## src/rtl/serial_tcmp_array.sv

```systemverilog
// NCH-lane word-framed serial pass/negate/abs stage. Words arrive LSB first and are
// buffered whole (the sign comes last), then replayed through the serial complement rule.

module serial_tcmp_array_chk #(
  parameter int NCH = 1
) (
  input logic           clk,
  input logic           rst,
  input logic           out_valid,
  input logic           out_sow,
  input logic           out_eow,
  input logic [NCH-1:0] out_ovf
);

  a_eow_valid: assert property (@(posedge clk) disable iff (!rst) out_eow |-> out_valid);
  a_sow_valid: assert property (@(posedge clk) disable iff (!rst) out_sow |-> out_valid);
  a_sow_eow:   assert property (@(posedge clk) disable iff (!rst) out_sow |-> !out_eow);
  a_ovf_eow:   assert property (@(posedge clk) disable iff (!rst) (|out_ovf) |-> out_eow);

endmodule

module serial_tcmp_array #(
  parameter int WIDTH = 32,
  parameter int NCH   = 1
) (
  input  logic             clk,
  input  logic             rst,
  input  logic [NCH-1:0]   in_bit,
  input  logic             in_valid,
  input  logic             in_sow,
  input  logic [2*NCH-1:0] mode,
  output logic [NCH-1:0]   out_bit,
  output logic             out_valid,
  output logic             out_sow,
  output logic             out_eow,
  output logic [NCH-1:0]   out_ovf,
  output logic             frame_err
);

  localparam int CW = $clog2(WIDTH + 1);
  localparam logic [CW-1:0] CNT_ONE  = CW'(1);
  localparam logic [CW-1:0] CNT_LAST = CW'(WIDTH - 1);
  localparam logic [CW-1:0] CNT_FULL = CW'(WIDTH);

  typedef enum logic {CAP_IDLE = 1'b0, CAP_CAPT = 1'b1} cap_state_t;
  typedef enum logic {OUT_IDLE = 1'b0, OUT_SEND = 1'b1} out_state_t;

  // capture stage: only bits 0..WIDTH-2 are held, the sign bit goes straight to transfer
  cap_state_t                  cap_state_r, cap_state_s;
  logic [CW-1:0]               cnt_r, cnt_s;
  logic [NCH-1:0][WIDTH-2:0]   cap_r, cap_s;
  logic [NCH-1:0]              lowzero_r, lowzero_s;
  logic [NCH-1:0][1:0]         mode_r, mode_s;
  logic                        xfer_s;
  logic                        abort_s;

  logic [NCH-1:0][WIDTH-1:0]   word_s;
  logic [NCH-1:0][WIDTH-2:0]   load_cap_s;
  logic [NCH-1:0]              word_neg_s;
  logic [NCH-1:0]              word_ovf_s;

  // output stage: bit 0 is emitted on transfer, the remaining WIDTH-1 bits wait here
  out_state_t                  out_state_r, out_state_s;
  logic [CW-1:0]               ocnt_r, ocnt_s;
  logic [NCH-1:0][WIDTH-2:0]   osh_r, osh_s;
  logic [NCH-1:0]              oneg_r, oneg_s;
  logic [NCH-1:0]              oovf_r, oovf_s;
  logic [NCH-1:0]              z_r, z_s;

  logic [NCH-1:0]              out_bit_r, out_bit_s;
  logic [NCH-1:0]              out_ovf_r, out_ovf_s;
  logic                        out_valid_r, out_valid_s;
  logic                        out_sow_r, out_sow_s;
  logic                        out_eow_r, out_eow_s;
  logic                        frame_err_r;

  // Per-lane word assembly and sign-dependent flags for the word completing this cycle
  always_comb begin
    for (int l = 0; l < NCH; l++) begin
      word_s[l]                 = {in_bit[l], cap_r[l]};
      load_cap_s[l]             = '0;
      load_cap_s[l][WIDTH-2]    = in_bit[l];
      word_neg_s[l] = (mode_r[l] == 2'b01) | ((mode_r[l] == 2'b10) & in_bit[l]);
      word_ovf_s[l] = word_neg_s[l] & in_bit[l] & lowzero_r[l];
    end
  end

  // Capture FSM next-state: framing, abort on early sow, transfer on the last bit
  always_comb begin
    cap_state_s = cap_state_r;
    cnt_s       = cnt_r;
    cap_s       = cap_r;
    lowzero_s   = lowzero_r;
    mode_s      = mode_r;
    xfer_s      = 1'b0;
    abort_s     = 1'b0;
    case (cap_state_r)
      CAP_IDLE: begin
        if (in_valid && in_sow) begin
          cap_state_s = CAP_CAPT;
          cnt_s       = CNT_ONE;
          cap_s       = load_cap_s;
          lowzero_s   = ~in_bit;
          for (int l = 0; l < NCH; l++) begin
            mode_s[l] = mode[2*l +: 2];
          end
        end else begin
          cap_state_s = CAP_IDLE;
        end
      end
      CAP_CAPT: begin
        if (in_valid && in_sow) begin
          abort_s   = 1'b1;
          cnt_s     = CNT_ONE;
          cap_s     = load_cap_s;
          lowzero_s = ~in_bit;
          for (int l = 0; l < NCH; l++) begin
            mode_s[l] = mode[2*l +: 2];
          end
        end else if (in_valid && (cnt_r == CNT_LAST)) begin
          xfer_s      = 1'b1;
          cap_state_s = CAP_IDLE;
          cnt_s       = '0;
        end else if (in_valid) begin
          cnt_s     = cnt_r + CNT_ONE;
          lowzero_s = lowzero_r & ~in_bit;
          for (int l = 0; l < NCH; l++) begin
            cap_s[l] = word_s[l][WIDTH-1:1];
          end
        end else begin
          cap_state_s = CAP_CAPT;
        end
      end
      default: begin
        cap_state_s = CAP_IDLE;
        cnt_s       = '0;
      end
    endcase
  end

  // Output FSM next-state: z tracks "a 1 has been seen", bits after it are inverted when neg
  always_comb begin
    out_state_s = out_state_r;
    ocnt_s      = ocnt_r;
    osh_s       = osh_r;
    oneg_s      = oneg_r;
    oovf_s      = oovf_r;
    z_s         = z_r;
    out_bit_s   = '0;
    out_ovf_s   = '0;
    out_valid_s = 1'b0;
    out_sow_s   = 1'b0;
    out_eow_s   = 1'b0;
    if (xfer_s) begin
      out_state_s = OUT_SEND;
      ocnt_s      = CNT_ONE;
      out_valid_s = 1'b1;
      out_sow_s   = 1'b1;
      oneg_s      = word_neg_s;
      oovf_s      = word_ovf_s;
      for (int l = 0; l < NCH; l++) begin
        osh_s[l]     = word_s[l][WIDTH-1:1];
        out_bit_s[l] = word_s[l][0];
        z_s[l]       = word_s[l][0];
      end
    end else begin
      case (out_state_r)
        OUT_SEND: begin
          if (ocnt_r == CNT_FULL) begin
            out_state_s = OUT_IDLE;
            ocnt_s      = '0;
          end else begin
            out_valid_s = 1'b1;
            ocnt_s      = ocnt_r + CNT_ONE;
            for (int l = 0; l < NCH; l++) begin
              out_bit_s[l] = osh_r[l][0] ^ (oneg_r[l] & z_r[l]);
              z_s[l]       = z_r[l] | osh_r[l][0];
              osh_s[l]     = osh_r[l] >> 1'b1;
            end
            if (ocnt_r == CNT_LAST) begin
              out_eow_s = 1'b1;
              out_ovf_s = oovf_r;
            end else begin
              out_eow_s = 1'b0;
            end
          end
        end
        OUT_IDLE: begin
          out_state_s = OUT_IDLE;
        end
        default: begin
          out_state_s = OUT_IDLE;
          ocnt_s      = '0;
        end
      endcase
    end
  end

  // Capture stage state registers
  always_ff @(posedge clk or negedge rst) begin
    if (!rst) begin
      cap_state_r <= CAP_IDLE;
      cnt_r       <= '0;
      cap_r       <= '0;
      lowzero_r   <= '0;
      mode_r      <= '0;
      frame_err_r <= 1'b0;
    end else begin
      cap_state_r <= cap_state_s;
      cnt_r       <= cnt_s;
      cap_r       <= cap_s;
      lowzero_r   <= lowzero_s;
      mode_r      <= mode_s;
      frame_err_r <= abort_s;
    end
  end

  // Output stage state and registered outputs
  always_ff @(posedge clk or negedge rst) begin
    if (!rst) begin
      out_state_r <= OUT_IDLE;
      ocnt_r      <= '0;
      osh_r       <= '0;
      oneg_r      <= '0;
      oovf_r      <= '0;
      z_r         <= '0;
      out_bit_r   <= '0;
      out_ovf_r   <= '0;
      out_valid_r <= 1'b0;
      out_sow_r   <= 1'b0;
      out_eow_r   <= 1'b0;
    end else begin
      out_state_r <= out_state_s;
      ocnt_r      <= ocnt_s;
      osh_r       <= osh_s;
      oneg_r      <= oneg_s;
      oovf_r      <= oovf_s;
      z_r         <= z_s;
      out_bit_r   <= out_bit_s;
      out_ovf_r   <= out_ovf_s;
      out_valid_r <= out_valid_s;
      out_sow_r   <= out_sow_s;
      out_eow_r   <= out_eow_s;
    end
  end

  assign out_bit   = out_bit_r;
  assign out_valid = out_valid_r;
  assign out_sow   = out_sow_r;
  assign out_eow   = out_eow_r;
  assign out_ovf   = out_ovf_r;
  assign frame_err = frame_err_r;

  serial_tcmp_array_chk #(.NCH(NCH)) u_chk (
    .clk       (clk),
    .rst       (rst),
    .out_valid (out_valid_r),
    .out_sow   (out_sow_r),
    .out_eow   (out_eow_r),
    .out_ovf   (out_ovf_r)
  );

endmodule

```

## config.mk

```make
export PLATFORM = sky130hd
export DESIGN_NAME = serial_tcmp_array
export DESIGN_NICKNAME = d
export VERILOG_FILES = /design/src/rtl/serial_tcmp_array.sv
export SDC_FILE = /design/constraint.sdc
export NUM_CORES = 1
export LEC_CHECK = 0
export ABC_AREA = 1
export CAP_MARGIN = 20
export CORE_MARGIN = 2
export CORE_UTILIZATION = 61
export DETAILED_ROUTE_END_ITERATION = 8
export PLACE_DENSITY_LB_ADDON = 0.3
export SETUP_SLACK_MARGIN = 0.4
export SYNTH_ARGS = -nofsm -noshare
export SYNTH_HDL_FRONTEND = slang
export SYNTH_SLANG_ARGS = --single-unit
export TNS_END_PERCENT = 1
```

## constraint.sdc

```tcl
create_clock -name clk -period 1.65 [get_ports clk]
set_input_delay 0.2475 -clock clk [delete_from_list [all_inputs] [get_ports clk]]
set_output_delay 0.2475 -clock clk [all_outputs]
set_load 0.02 [all_outputs]
```

==> impl_metrics.csv <==
group,metric,value,unit
outcome,status,"complete, no violations",
cells_and_area,post-route-util,73.0,%
run,drv_cap,0,
floorplanning,initial_core_util,62.5,%
worst_setup_path,r2r_cells,9,
worst_setup_path,cp-end-kind,"flip-flop",
worst_setup_path,cp_max_fo,9,
yosys,yosysUniqueCellTypes,28,
timing,final.min_clock_period,1510,ps
worst_setup_path,required,1900,ps
floorplanning,die_w,87.0,µm
place,place_hpwl,5.43,mm
cells_and_area,drive_gt1_share,11.3,%
yosys,ys_seq_elements,87,
clock_network,numCtsBuffers,9,
hold_path,hold_path.class,"in -> reg",
global_route,grt_max_degree,55,
cells_and_area,fillers,501,
timing,slew_headroom,70.7,%
route,drc,0,
route,wl,9.12,mm
clock_network,cts_max_level,3,
hold_path,whs_path_depth,3,
yosys,synth_top_area_share,51.8,%
route,wl_met1,4.04,mm
cells_and_area,syn2layout_area_growth,16.8,%
yosys,synth_area_per_cell,7.75,µm²
floorplanning,rows,30,
global_route,grt_overflow_total,0,
place,port_buffers,12,
pwr,p_leak,2.54,nW
cells_and_area,n_antenna_cell,0,
worst_setup_path,path_class,"reg -> reg",
worst_setup_path,crit_chain,"ha_4 > nand3_4 > nor2_8 > nand2_8 > nand2_4 > inv_4 > clkbuf_16 > nand2_1 > nand2_1",
clock_network,cts-root-buf,"clkbuf_8",
worst_setup_path,cp.arrival,1760,ps
timing,slew_violations,0,
worst_setup_path,slowest_stage,"dfrtp_2",
timing,setup_viol,0,
timing,grt_setup_unrepaired,"yes",
global_route,antenna_found_initial,0,
route,wl_met3,492,µm
yosys,synth_seq_area_share,51.8,%
place,globalplace.congestion,0.822,
floorplanning,ios,13,
floorplanning,die_area,7570,µm²
cells_and_area,layout.nets,581,
worst_setup_path,worst-r2r-setup-slack,140,ps
yosys,synth_top_cell_by_area,"dfrtp_1",
clock_network,clock_path_buffers,2,
yosys,ys_warn_count,0,
cells_and_area,layout_common_cells,"nand2_1 (249), dfrtp_1 (86), inv_1 (44), nand3_1 (44), o21ai_1 (32)",
pwr,ir_worst_vdd,0.773,mV
global_route,grt_pass1_wl,15.3,mm
route,vias,3547,
clock_network,numClockSinks,87,
floorplanning,die_h,87.0,µm
worst_setup_path,worstSetupStartpointType,"flip-flop",
yosys,syn_inst,542,
route,highest_layer,"met4",
route,wl_per_cell,13.9,µm
timing,post-route-period-util,91.4,%
yosys,synth_area_leaders,"dfrtp_1 (52%), nand2_1 (22%), nand3_1 (5.2%), inv_1 (4.0%), o21ai_1 (3.8%)",
pwr,powerDensity,1140,nW/µm²
cells_and_area,mostFrequentLayoutCell,"nand2_1",
route,dr.pass1.iters,5,
timing,fmax,0.663,GHz
yosys,netlist_area,4200,µm²
route,vias_per_cell,5.41,
worst_setup_path,cpMostUsedCell,"nand2_1",
route,drtIter0Drc,401,
global_route,gr-usage-all-layers,25.9,%
route,wl_met2,4.42,mm
clock_network,cts_tree,"built",
timing,fin_skew,10.7,ps
pwr,total_power,5.57,mW
worst_setup_path,max_stage_delay,410,ps
global_route,grt_pass1_vias,3458,
clock_network,clkLatencyLatePin,360,ps
route,ant_nets,0,
timing,finalHoldViolations,0,
yosys,synthesis.nets,552,
clock_network,clk_pin_slew_worst_paths,90,ps
floorplanning,coreArea,6720,µm²
timing,tightest_slew,439,ps
-- cell usage after synthesis --
cell type	number
a21oi_1	4
buf_2	10
buf_4	7
buf_6	3
clkbuf_1	6
dfrtp_1	87
ha_1	3
inv_1	45
inv_2	2
inv_4	2
nand2_1	250
nand2_2	2
nand2_4	3
nand3_1	44
nand3_2	1
nand3_4	1
nand3b_1	1
nand4_1	9
nor2_1	12
nor2_2	2
nor2_8	1
nor3_1	4
o211ai_1	1
o21a_1	1
o21ai_0	7
o21ai_1	32
o22ai_1	1
xor2_1	1
-- layer usage --
| layer | track usage [%] | up-vias |
|---|---|---|
| li1 | - | 1756 |
| met1 | 33.4 | 1656 |
| met2 | 42.9 | 119 |
| met3 | 3.60 | 16 |
| met4 | 12.9 | 0 |
| met5 | 0 | - |
-- stage by stage --
step	instance area [µm²]	setup slack [ps]	TNS [ps]	hold WS (ps)	std cells
detailed placement	4510	-200	-9280	232	630
finish	4910	142	0	414	656
CTS	4800	149	0	412	649
floorplan	4230	286	0	-48.1	542
global placement	4510	-129	-5400	231	630
global route	4910	48.0	0	438	656
-- kinds of logic after synthesis --
family                     count (synthesis)  synth area share (%)
buffers and inverters                     75                  8.28
and+or+nand+nor                          330                  33.2
xor gates and xnor gates                   1                 0.208
AOI/OAI and AO/OA                         46                  5.63
DFF                                       87                  51.8
adders and majority gates                  3                 0.893
-- repair_timing --
action | 4_1_cts | 5_1_grt
hold endpoints to repair | 87 | 0
cloned | 0 | 2
gates resized for setup | 16 | 8
hold buffers | 1 | 0
setup endpoints to repair | 87 | 89
setup buffers | 2 | 5
pin swaps | 3 | 2
-- power by group --
group          internal [mW]  total [mW]  switching [mW]  leakage (nW)
sequential              2.29        2.47           0.172          1.18
combinational          0.542        1.31           0.773          1.24
clock                   1.01        1.79           0.778         0.114
-- area by class of cell --
type | instances | area, µm² | share of cell area (%)
clock inverter | 5 | 106 | 2.17
sequential | 87 | 2180 | 44.4
timing repair buffer | 43 | 462 | 9.41
tap | 80 | 100 | 2.04
multi-input combinational | 380 | 1720 | 35.0
inverter | 49 | 201 | 4.11
clock buffer | 11 | 131 | 2.68
timing repair inverter | 1 | 8.76 | 0.179
-- flip-flops by register name, indices dropped and copies added (netlist names) --
name and flops:
ocnt_r 6, lowzero_r 1, cnt_r 6, cap_r 31
out_ovf 1, oneg_r 1, osh_r 31, out_bit 1
mode_r 2, out_state_r 1, oovf_r 1, out_sow 1
frame_err 1, z_r 1, cap_state_r 1, out_eow 1
-- worst max-delay path, delay by kind of cell, from the launching register on --
kind	cells	cell delay, ps
simple gates	6	590
fa+ha+maj	1	170
buf+inv	2	210
flops	1	410
-- final timing paths --
path,startpoint,to
worst max-delay path,cnt_r[0],osh_r[4]
worst min-delay path,mode[1],mode_r[1]
worst max register to register,cnt_r[0],osh_r[4]
worst min register to register,osh_r[30],osh_r[30]
max in group asynchronous,rst,cap_r[21]
min in group asynchronous,rst,frame_err
(Power assumes the default switching activity.)
